--- config.mk ---
export PLATFORM = sky130hd
export DESIGN_NAME = ps2_matrix
export DESIGN_NICKNAME = d
export VERILOG_FILES = /design/src/rtl/ps2_pkg.sv /design/src/rtl/ps2_keymap.sv /design/src/rtl/ps2_matrix.sv
export SDC_FILE = /design/constraint.sdc
export NUM_CORES = 1
export LEC_CHECK = 0
export ABC_AREA = 1
export BUFFER_PORTS_ARGS = -buffer_cell sky130_fd_sc_hd__buf_2
export CAP_MARGIN = 20
export CELL_PAD_IN_SITES_DETAIL_PLACEMENT = 1
export CELL_PAD_IN_SITES_GLOBAL_PLACEMENT = 2
export CORE_MARGIN = 2
export CORE_UTILIZATION = 33
export DETAILED_ROUTE_END_ITERATION = 7
export PLACE_DENSITY_LB_ADDON = 0.1
export RECOVER_POWER = 100
export SLEW_MARGIN = 20
export SYNTH_ARGS = -nofsm -noshare
export SYNTH_HDL_FRONTEND = slang
export SYNTH_SLANG_ARGS = --single-unit
--- constraint.sdc ---
create_clock -name clk -period 3 [get_ports clk]
set_clock_uncertainty 0.2 [all_clocks]
set_input_delay 0.15 -clock clk [delete_from_list [all_inputs] [get_ports clk]]
set_output_delay 0.15 -clock clk [all_outputs]
set_load 0.05 [all_outputs]
--- src/rtl/ps2_pkg.sv ---
// ============================================================================
// Module      : ps2_pkg
// Description : Shared types and constants for the PS/2 to key-matrix bridge.
// Revision    : 1.0 - initial release
// ============================================================================
`default_nettype none

package ps2_pkg;

  typedef enum logic [2:0] {
    ST_IDLE    = 3'd0,
    ST_BRK     = 3'd1,
    ST_EXT     = 3'd2,
    ST_EXT_BRK = 3'd3,
    ST_SKIP    = 3'd4
  } ps2_state_t;

  localparam logic [7:0] c_CODE_F0 = 8'hF0;
  localparam logic [7:0] c_CODE_E0 = 8'hE0;
  localparam logic [7:0] c_CODE_E1 = 8'hE1;
  localparam logic [7:0] c_CODE_AA = 8'hAA;
  localparam logic [7:0] c_CODE_00 = 8'h00;
  localparam logic [7:0] c_CODE_FF = 8'hFF;

  localparam int c_NUM_ROWS = 8;
  localparam int c_NUM_COLS = 5;

  localparam logic [2:0] c_ROW_CS  = 3'd0;
  localparam logic [2:0] c_ROW_AG  = 3'd1;
  localparam logic [2:0] c_ROW_QT  = 3'd2;
  localparam logic [2:0] c_ROW_15  = 3'd3;
  localparam logic [2:0] c_ROW_06  = 3'd4;
  localparam logic [2:0] c_ROW_PY  = 3'd5;
  localparam logic [2:0] c_ROW_ENT = 3'd6;
  localparam logic [2:0] c_ROW_SPC = 3'd7;

  localparam logic [2:0] c_COL_0 = 3'd0;
  localparam logic [2:0] c_COL_1 = 3'd1;
  localparam logic [2:0] c_COL_2 = 3'd2;
  localparam logic [2:0] c_COL_3 = 3'd3;
  localparam logic [2:0] c_COL_4 = 3'd4;

  localparam logic [2:0] c_SKIP_COUNT = 3'd7;

  // Composite key index; flag bit in the top level is (index - 1).
  localparam logic [2:0] c_COMP_NONE  = 3'd0;
  localparam logic [2:0] c_COMP_BKSP  = 3'd1;
  localparam logic [2:0] c_COMP_LEFT  = 3'd2;
  localparam logic [2:0] c_COMP_DOWN  = 3'd3;
  localparam logic [2:0] c_COMP_UP    = 3'd4;
  localparam logic [2:0] c_COMP_RIGHT = 3'd5;

  function automatic logic is_clear_code(input logic [7:0] b);
    return (b == c_CODE_AA) || (b == c_CODE_00) || (b == c_CODE_FF);
  endfunction

endpackage

`default_nettype wire

--- src/rtl/ps2_keymap.sv ---
// ============================================================================
// Module      : ps2_keymap
// Description : Combinational set-2 scan code to matrix position lookup.
// Revision    : 1.0 - initial release
// ============================================================================
`default_nettype none

module ps2_keymap
  import ps2_pkg::*;
(
  input  logic [7:0] i_code,
  input  logic       i_ext,
  output logic       o_valid,
  output logic [2:0] o_row,
  output logic [2:0] o_col,
  output logic       o_shift,
  output logic [2:0] o_comp
);

  logic [6:0] w_rc;

  always_comb begin
    w_rc    = 7'd0;
    o_shift = 1'b0;
    o_comp  = c_COMP_NONE;
    if (!i_ext) begin
      case (i_code)
        8'h1A: w_rc = {1'b1, c_ROW_CS,  c_COL_1};
        8'h22: w_rc = {1'b1, c_ROW_CS,  c_COL_2};
        8'h21: w_rc = {1'b1, c_ROW_CS,  c_COL_3};
        8'h2A: w_rc = {1'b1, c_ROW_CS,  c_COL_4};
        8'h1C: w_rc = {1'b1, c_ROW_AG,  c_COL_0};
        8'h1B: w_rc = {1'b1, c_ROW_AG,  c_COL_1};
        8'h23: w_rc = {1'b1, c_ROW_AG,  c_COL_2};
        8'h2B: w_rc = {1'b1, c_ROW_AG,  c_COL_3};
        8'h34: w_rc = {1'b1, c_ROW_AG,  c_COL_4};
        8'h15: w_rc = {1'b1, c_ROW_QT,  c_COL_0};
        8'h1D: w_rc = {1'b1, c_ROW_QT,  c_COL_1};
        8'h24: w_rc = {1'b1, c_ROW_QT,  c_COL_2};
        8'h2D: w_rc = {1'b1, c_ROW_QT,  c_COL_3};
        8'h2C: w_rc = {1'b1, c_ROW_QT,  c_COL_4};
        8'h16: w_rc = {1'b1, c_ROW_15,  c_COL_0};
        8'h1E: w_rc = {1'b1, c_ROW_15,  c_COL_1};
        8'h26: w_rc = {1'b1, c_ROW_15,  c_COL_2};
        8'h25: w_rc = {1'b1, c_ROW_15,  c_COL_3};
        8'h2E: w_rc = {1'b1, c_ROW_15,  c_COL_4};
        8'h45: w_rc = {1'b1, c_ROW_06,  c_COL_0};
        8'h46: w_rc = {1'b1, c_ROW_06,  c_COL_1};
        8'h3E: w_rc = {1'b1, c_ROW_06,  c_COL_2};
        8'h3D: w_rc = {1'b1, c_ROW_06,  c_COL_3};
        8'h36: w_rc = {1'b1, c_ROW_06,  c_COL_4};
        8'h4D: w_rc = {1'b1, c_ROW_PY,  c_COL_0};
        8'h44: w_rc = {1'b1, c_ROW_PY,  c_COL_1};
        8'h43: w_rc = {1'b1, c_ROW_PY,  c_COL_2};
        8'h3C: w_rc = {1'b1, c_ROW_PY,  c_COL_3};
        8'h35: w_rc = {1'b1, c_ROW_PY,  c_COL_4};
        8'h5A: w_rc = {1'b1, c_ROW_ENT, c_COL_0};
        8'h4B: w_rc = {1'b1, c_ROW_ENT, c_COL_1};
        8'h42: w_rc = {1'b1, c_ROW_ENT, c_COL_2};
        8'h3B: w_rc = {1'b1, c_ROW_ENT, c_COL_3};
        8'h33: w_rc = {1'b1, c_ROW_ENT, c_COL_4};
        8'h29: w_rc = {1'b1, c_ROW_SPC, c_COL_0};
        8'h14: w_rc = {1'b1, c_ROW_SPC, c_COL_1};
        8'h3A: w_rc = {1'b1, c_ROW_SPC, c_COL_2};
        8'h31: w_rc = {1'b1, c_ROW_SPC, c_COL_3};
        8'h32: w_rc = {1'b1, c_ROW_SPC, c_COL_4};
        8'h12, 8'h59: begin
          w_rc    = {1'b1, c_ROW_CS, c_COL_0};
          o_shift = 1'b1;
        end
        8'h66: begin
          w_rc   = {1'b1, c_ROW_06, c_COL_0};
          o_comp = c_COMP_BKSP;
        end
        default: w_rc = 7'd0;
      endcase
    end else begin
      case (i_code)
        8'h14: w_rc = {1'b1, c_ROW_SPC, c_COL_1};
        8'h6B: begin w_rc = {1'b1, c_ROW_15, c_COL_4}; o_comp = c_COMP_LEFT;  end
        8'h72: begin w_rc = {1'b1, c_ROW_06, c_COL_4}; o_comp = c_COMP_DOWN;  end
        8'h75: begin w_rc = {1'b1, c_ROW_06, c_COL_3}; o_comp = c_COMP_UP;    end
        8'h74: begin w_rc = {1'b1, c_ROW_06, c_COL_2}; o_comp = c_COMP_RIGHT; end
        default: w_rc = 7'd0;
      endcase
    end
  end

  assign o_valid = w_rc[6];
  assign o_row   = w_rc[5:3];
  assign o_col   = w_rc[2:0];

endmodule

`default_nettype wire

--- src/rtl/ps2_matrix.sv ---
// ============================================================================
// Module      : ps2_matrix
// Description : PS/2 set-2 scan-code decoder driving an 8x5 key matrix.
// Revision    : 1.0 - initial release
// ============================================================================
`default_nettype none

module ps2_matrix
  import ps2_pkg::*;
(
  input  logic       clk,
  input  logic       reset_n,
  input  logic [7:0] kbd_key,
  input  logic       kbd_key_valid,
  input  logic [7:0] addr_hi,
  output logic [4:0] keyrow_n,
  output logic       key_strobe
);

  logic             r_sync1, r_sync2, r_sync3;
  logic             r_byte_vld;
  logic [7:0]       r_byte;
  ps2_state_t       r_state;
  logic [2:0]       r_skip;
  logic [7:0][4:0]  r_matrix;
  logic             r_shift;
  logic [4:0]       r_comp;
  logic             r_strobe;

  logic             w_rise;
  logic             w_ext, w_make, w_decode, w_apply, w_clear;
  logic             w_km_valid, w_km_shift;
  logic [2:0]       w_km_row, w_km_col, w_km_comp;
  logic [7:0][4:0]  w_mat;
  logic [4:0]       w_sel;

  assign w_rise  = r_sync2 & ~r_sync3;
  assign w_ext   = (r_state == ST_EXT) || (r_state == ST_EXT_BRK);
  assign w_make  = (r_state == ST_IDLE) || (r_state == ST_EXT);
  assign w_clear = r_byte_vld && is_clear_code(r_byte);

  // Bytes that are real key codes for the current state (not prefixes).
  always_comb begin
    w_decode = 1'b0;
    case (r_state)
      ST_IDLE:    w_decode = (r_byte != c_CODE_F0) && (r_byte != c_CODE_E0) &&
                             (r_byte != c_CODE_E1);
      ST_BRK:     w_decode = 1'b1;
      ST_EXT:     w_decode = (r_byte != c_CODE_F0);
      ST_EXT_BRK: w_decode = 1'b1;
      default:    w_decode = 1'b0;
    endcase
  end

  assign w_apply = r_byte_vld && !w_clear && w_decode && w_km_valid;

  ps2_keymap u_keymap (
    .i_code  (r_byte),
    .i_ext   (w_ext),
    .o_valid (w_km_valid),
    .o_row   (w_km_row),
    .o_col   (w_km_col),
    .o_shift (w_km_shift),
    .o_comp  (w_km_comp)
  );

  always_ff @(posedge clk) begin
    if (!reset_n) begin
      r_sync1    <= 1'b0;
      r_sync2    <= 1'b0;
      r_sync3    <= 1'b0;
      r_byte_vld <= 1'b0;
      r_byte     <= 8'd0;
      r_state    <= ST_IDLE;
      r_skip     <= 3'd0;
      r_matrix   <= '0;
      r_shift    <= 1'b0;
      r_comp     <= 5'd0;
      r_strobe   <= 1'b0;
    end else begin
      r_sync1    <= kbd_key_valid;
      r_sync2    <= r_sync1;
      r_sync3    <= r_sync2;
      r_byte_vld <= w_rise;
      if (w_rise) r_byte <= kbd_key;
      r_strobe   <= w_apply;

      if (w_apply) begin
        if (w_km_shift)
          r_shift <= w_make;
        else if (w_km_comp != c_COMP_NONE)
          r_comp[w_km_comp - 3'd1] <= w_make;
        else
          r_matrix[w_km_row][w_km_col] <= w_make;
      end

      if (w_clear) begin
        r_state  <= ST_IDLE;
        r_skip   <= 3'd0;
        r_matrix <= '0;
        r_shift  <= 1'b0;
        r_comp   <= 5'd0;
      end else if (r_byte_vld) begin
        case (r_state)
          ST_IDLE: begin
            if (r_byte == c_CODE_F0)      r_state <= ST_BRK;
            else if (r_byte == c_CODE_E0) r_state <= ST_EXT;
            else if (r_byte == c_CODE_E1) begin
              r_state <= ST_SKIP;
              r_skip  <= c_SKIP_COUNT;
            end
          end
          ST_BRK:     r_state <= ST_IDLE;
          ST_EXT:     r_state <= (r_byte == c_CODE_F0) ? ST_EXT_BRK : ST_IDLE;
          ST_EXT_BRK: r_state <= ST_IDLE;
          ST_SKIP: begin
            r_skip <= (r_skip == 3'd0) ? 3'd0 : r_skip - 3'd1;
            if (r_skip <= 3'd1) r_state <= ST_IDLE;
          end
          default:    r_state <= ST_IDLE;
        endcase
      end
    end
  end

  // Shared keys (CS and composite bases) are the OR of every source holding them.
  always_comb begin
    w_mat = r_matrix;
    w_mat[c_ROW_CS][c_COL_0] = r_matrix[c_ROW_CS][c_COL_0] | r_shift | (|r_comp);
    w_mat[c_ROW_06][c_COL_0] = r_matrix[c_ROW_06][c_COL_0] | r_comp[0];
    w_mat[c_ROW_15][c_COL_4] = r_matrix[c_ROW_15][c_COL_4] | r_comp[1];
    w_mat[c_ROW_06][c_COL_4] = r_matrix[c_ROW_06][c_COL_4] | r_comp[2];
    w_mat[c_ROW_06][c_COL_3] = r_matrix[c_ROW_06][c_COL_3] | r_comp[3];
    w_mat[c_ROW_06][c_COL_2] = r_matrix[c_ROW_06][c_COL_2] | r_comp[4];
  end

  always_comb begin
    w_sel = 5'd0;
    for (int r = 0; r < c_NUM_ROWS; r++) begin
      if (!addr_hi[r]) w_sel = w_sel | w_mat[r];
    end
  end

  assign keyrow_n   = ~w_sel;
  assign key_strobe = r_strobe;

endmodule

`default_nettype wire
==> impl_metrics.py <==
metrics = {
    "routing": {
        "vias": 4464,
        "vias_per_cell": 5.00,
        "ant_nets": 0,
        "drt_iter0_drc": 227,
        "dr.pass1.iters": 4,
        "route.detailed.wl_per_inst_um": 15.0,
        "drc": 0,
        "routed_wl_mm": 13.4,
    },
    "pwr": {
        "p_int_mw": 1.66,
        "ir_drop_mv": 0.210,
        "clkPwrFrac_pct": 51.6,
        "power_density_mw_per_mm2": 433,
        "seqPwrFrac_pct": 40.5,
        "power_leakage_nw": 2.12,
        "total_power_mw": 2.17,
        "netSwitchingFraction_pct": 23.7,
        "switchingPower_mw": 0.516,
        "combPwrFrac_pct": 7.9,
    },
    "floorplanning": {
        "core_mm2": 0.0121,
        "rows": 40,
        "die_w_um": 116,
        "boundaryPins": 25,
        "die-area_mm2": 0.0134,
        "start_util_pct": 34.1,
        "die_h_um": 116,
    },
    "sta": {
        "hold_slack_ns": 0.217,
        "fin_crit_sh_pct": 90.9,
        "slew_viol_final": 0,
        "slew_headroom_pct": 60.4,
        "tightest_slew_ns": 0.596,
        "max_freq_ghz": 0.367,
        "finalSetupViolCount": 0,
        "hold_violations": 0,
        "fin_setup_tns_ns": 0,
        "min_period_ns": 2.73,
    },
    "worst_setup_path": {
        "timing.rr.end": "r_comp[3]$_SDFFE_PP0P_",
        "start_kind": "flip-flop",
        "r2r-start": "r_byte[0]$_SDFFE_PN0P_",
        "cp-end-kind": "flip-flop",
        "reg2reg_depth": 15,
        "r2r_slack_ns": 0.27,
        "arrival_ns": 2.76,
        "critPathMaxFanout": 6,
        "required_ns": 3.04,
        "critical_path_class": "reg -> reg",
    },
    "synth": {
        "syn_area_per_cell_um2": 6.16,
        "ys_ff_latch": 65,
        "ys_seq_area_share_pct": 31.5,
        "yosys.area_share.adder_pct": 1.21,
        "synth-simple-area-share_pct": 42.5,
        "synth_warnings": 0,
        "ys.flop_type": "dfxtp_1",
        "synth-async-reset-ratio_pct": 0,
        "syn-cell-area_mm2": 0.00414,
        "netlist.top_cell.by_area": "dfxtp_1",
        "synthXorXnorAreaFrac_pct": 0.212,
        "synth_compound_area_share_pct": 15.5,
        "synth_commonest_cells": "nand2_1, nor2_1, a21oi_1",
        "synth.distinct_cells": 34,
        "synthesis.nets": 694,
        "synth_edf_count": 0,
        "synthMuxAreaShare_pct": 0,
        "synth_cells": 671,
        "synth_top_family_by_area": "simple AND/OR/NAND/NOR gates",
        "synth_most_common_cell": "nand2_1",
        "netlist.area_leader.share_pct": 31.5,
        "synth_area_leaders": "dfxtp_1, nand2_1, nor2_1",
    },
    "grt": {
        "grt_pass1_vias": 4656,
        "antenna_found_initial": 0,
        "grt_first_pass_wirelength_mm": 23.1,
        "overflow": 0,
        "grt_max_degree": 42,
        "grt_util_all_layers_pct": 22.0,
    },
    "final_layout": {
        "nets": 743,
        "n_antenna_cell": 0,
        "final_layout_size_suffix_gt1_share_pct": 12.3,
        "layoutNonFillerInstCount": 892,
        "utilization_pct": 41.4,
        "area_growth_pct": 21.4,
    },
    "clock_tree": {
        "htreeDepth": 3,
        "cts_tree": "built",
        "cts_root_buf": "clkbuf_16",
        "path_clk_slew_ns": 0.06,
        "cts_buffers": 9,
        "cts_buffer_depth": 2,
        "tritoncts_num_sinks": 65,
        "clkLatencyLatePin_ns": 0.34,
    },
    "placement": {
        "hpwl_mm": 9.98,
        "gp_congestion": 0.843,
        "io_buffers": 24,
        "dp_cells": 851,
    },
    "outcome": {
        "status": "finished clean",
    },
    "worst_hold_path": {
        "hp-start": "r_sync1$_SDFF_PN0_",
        "min_to": "r_sync2$_SDFF_PN0_",
        "min_path_type": "reg -> reg",
        "hold-path-cell-count": 2,
    },
    "run": {
        "drv_cap": 0,
    },
}
==> critical path, cell delays in order (launching register included) <==
cell	delay, ns
dfxtp_1	0.33
inv_1	0.11
nand2_1	0.15
nor2_1	0.29
nand2_1	0.15
nor2_1	0.23
a21oi_4	0.07
ha_1	0.22
xor2_1	0.19
inv_1	0.09
nor2_1	0.15
nand2_1	0.10
nor2_1	0.16
nand2_1	0.07
nand2_1	0.07
nor2_1	0.04
==> metrics by stage <==
stage	instance area (um^2)	setup WS [ns]
after floorplan	4140	0.504
after global placement	4400	0.204
after detailed placement	4400	0.0495
after CTS	4900	0.0349
after global routing	5020	-0.0278
final	5020	0.274
==> power by group through the flow <==
stage | sequential, mW | clock, mW | combinational [mW]
after floorplan | 0.896 | 0 | 0.102
after CTS | 0.880 | 1.15 | 0.172
after detailed placement | 0.899 | 0 | 0.151
after global routing | 0.882 | 1.19 | 0.193
final | 0.881 | 1.12 | 0.171
after global placement | 0.898 | 0 | 0.148
==> timing repair <==
action                     CTS  global route
gates resized for setup      0             3
hold endpoints to repair    13             0
hold buffers                19             0
buffers inserted             0             7
setup endpoints to repair    0            40
==> how the worst max path moves through the flow <==
stage                           startpoint                        end  slack (ns)
floorplan           r_byte[0]$_SDFFE_PN0P_   r_matrix[2]$_SDFFE_PP0P_        0.50
global placement    r_byte[0]$_SDFFE_PN0P_  r_matrix[27]$_SDFFE_PP0P_        0.20
detailed placement  r_byte[0]$_SDFFE_PN0P_  r_matrix[28]$_SDFFE_PP0P_        0.05
CTS                 r_byte[0]$_SDFFE_PN0P_   r_matrix[3]$_SDFFE_PP0P_        0.03
global route        r_byte[0]$_SDFFE_PN0P_     r_comp[3]$_SDFFE_PP0P_       -0.03
finish              r_byte[0]$_SDFFE_PN0P_     r_comp[3]$_SDFFE_PP0P_        0.27
==> kinds of logic after synthesis <==
family | Yosys count
compound gates | 122
flops | 65
simple gates | 394
fa+ha+maj | 4
buf+inv | 85
xor+xnor | 1
==> cells in the final DEF, fill, tap and decap left out, types with 2 or more instances in the layout <==
cell type      count
nand3_1           63
clkbuf_16          9
o21ai_1            2
nand2_1          160
nand2_2            9
dfxtp_1           65
nor4_1             2
nor2_1           122
buf_12             5
clkbuf_8           4
nor2_4             9
nand4_1            7
a21oi_1           73
inv_1             60
nor2_2            12
buf_2             17
dlygate4sd3_1     19
buf_4             10
a211oi_1           2
inv_2              5
clkbuf_1           7
ha_1               4
nor3_1             4
o21ai_0           36
a221oi_1           3
==> per-layer routing <==
metal,up-vias,track usage (%),share of wire (%)
met1,2109,26.3,45
li1,2270,-,-
met3,21,4.24,2.9
met2,64,39.3,51
met5,-,0,0
met4,0,7.54,1.8
==> sequential cells by signal, summed over array words and instances (netlist names) <==
register    cells
r_sync2         1
key_strobe      1
r_sync3         1
r_shift         1
r_matrix       40
r_state         3
r_sync1         1
r_comp          5
r_skip          3
r_byte_vld      1
r_byte          8
==> area by class of cell <==
class                           count  area (um^2)
Inverter                           65          244
Tap cell                          168          210
Clock inverter                      2         35.0
Clock buffer                       13          280
Multi-Input combinational cell    521         2470
Fill cell                        1630         7090
Sequential cell                    65         1300
Timing Repair Buffer               58          477
No activity file was read; power rests on OpenSTA's default activity.
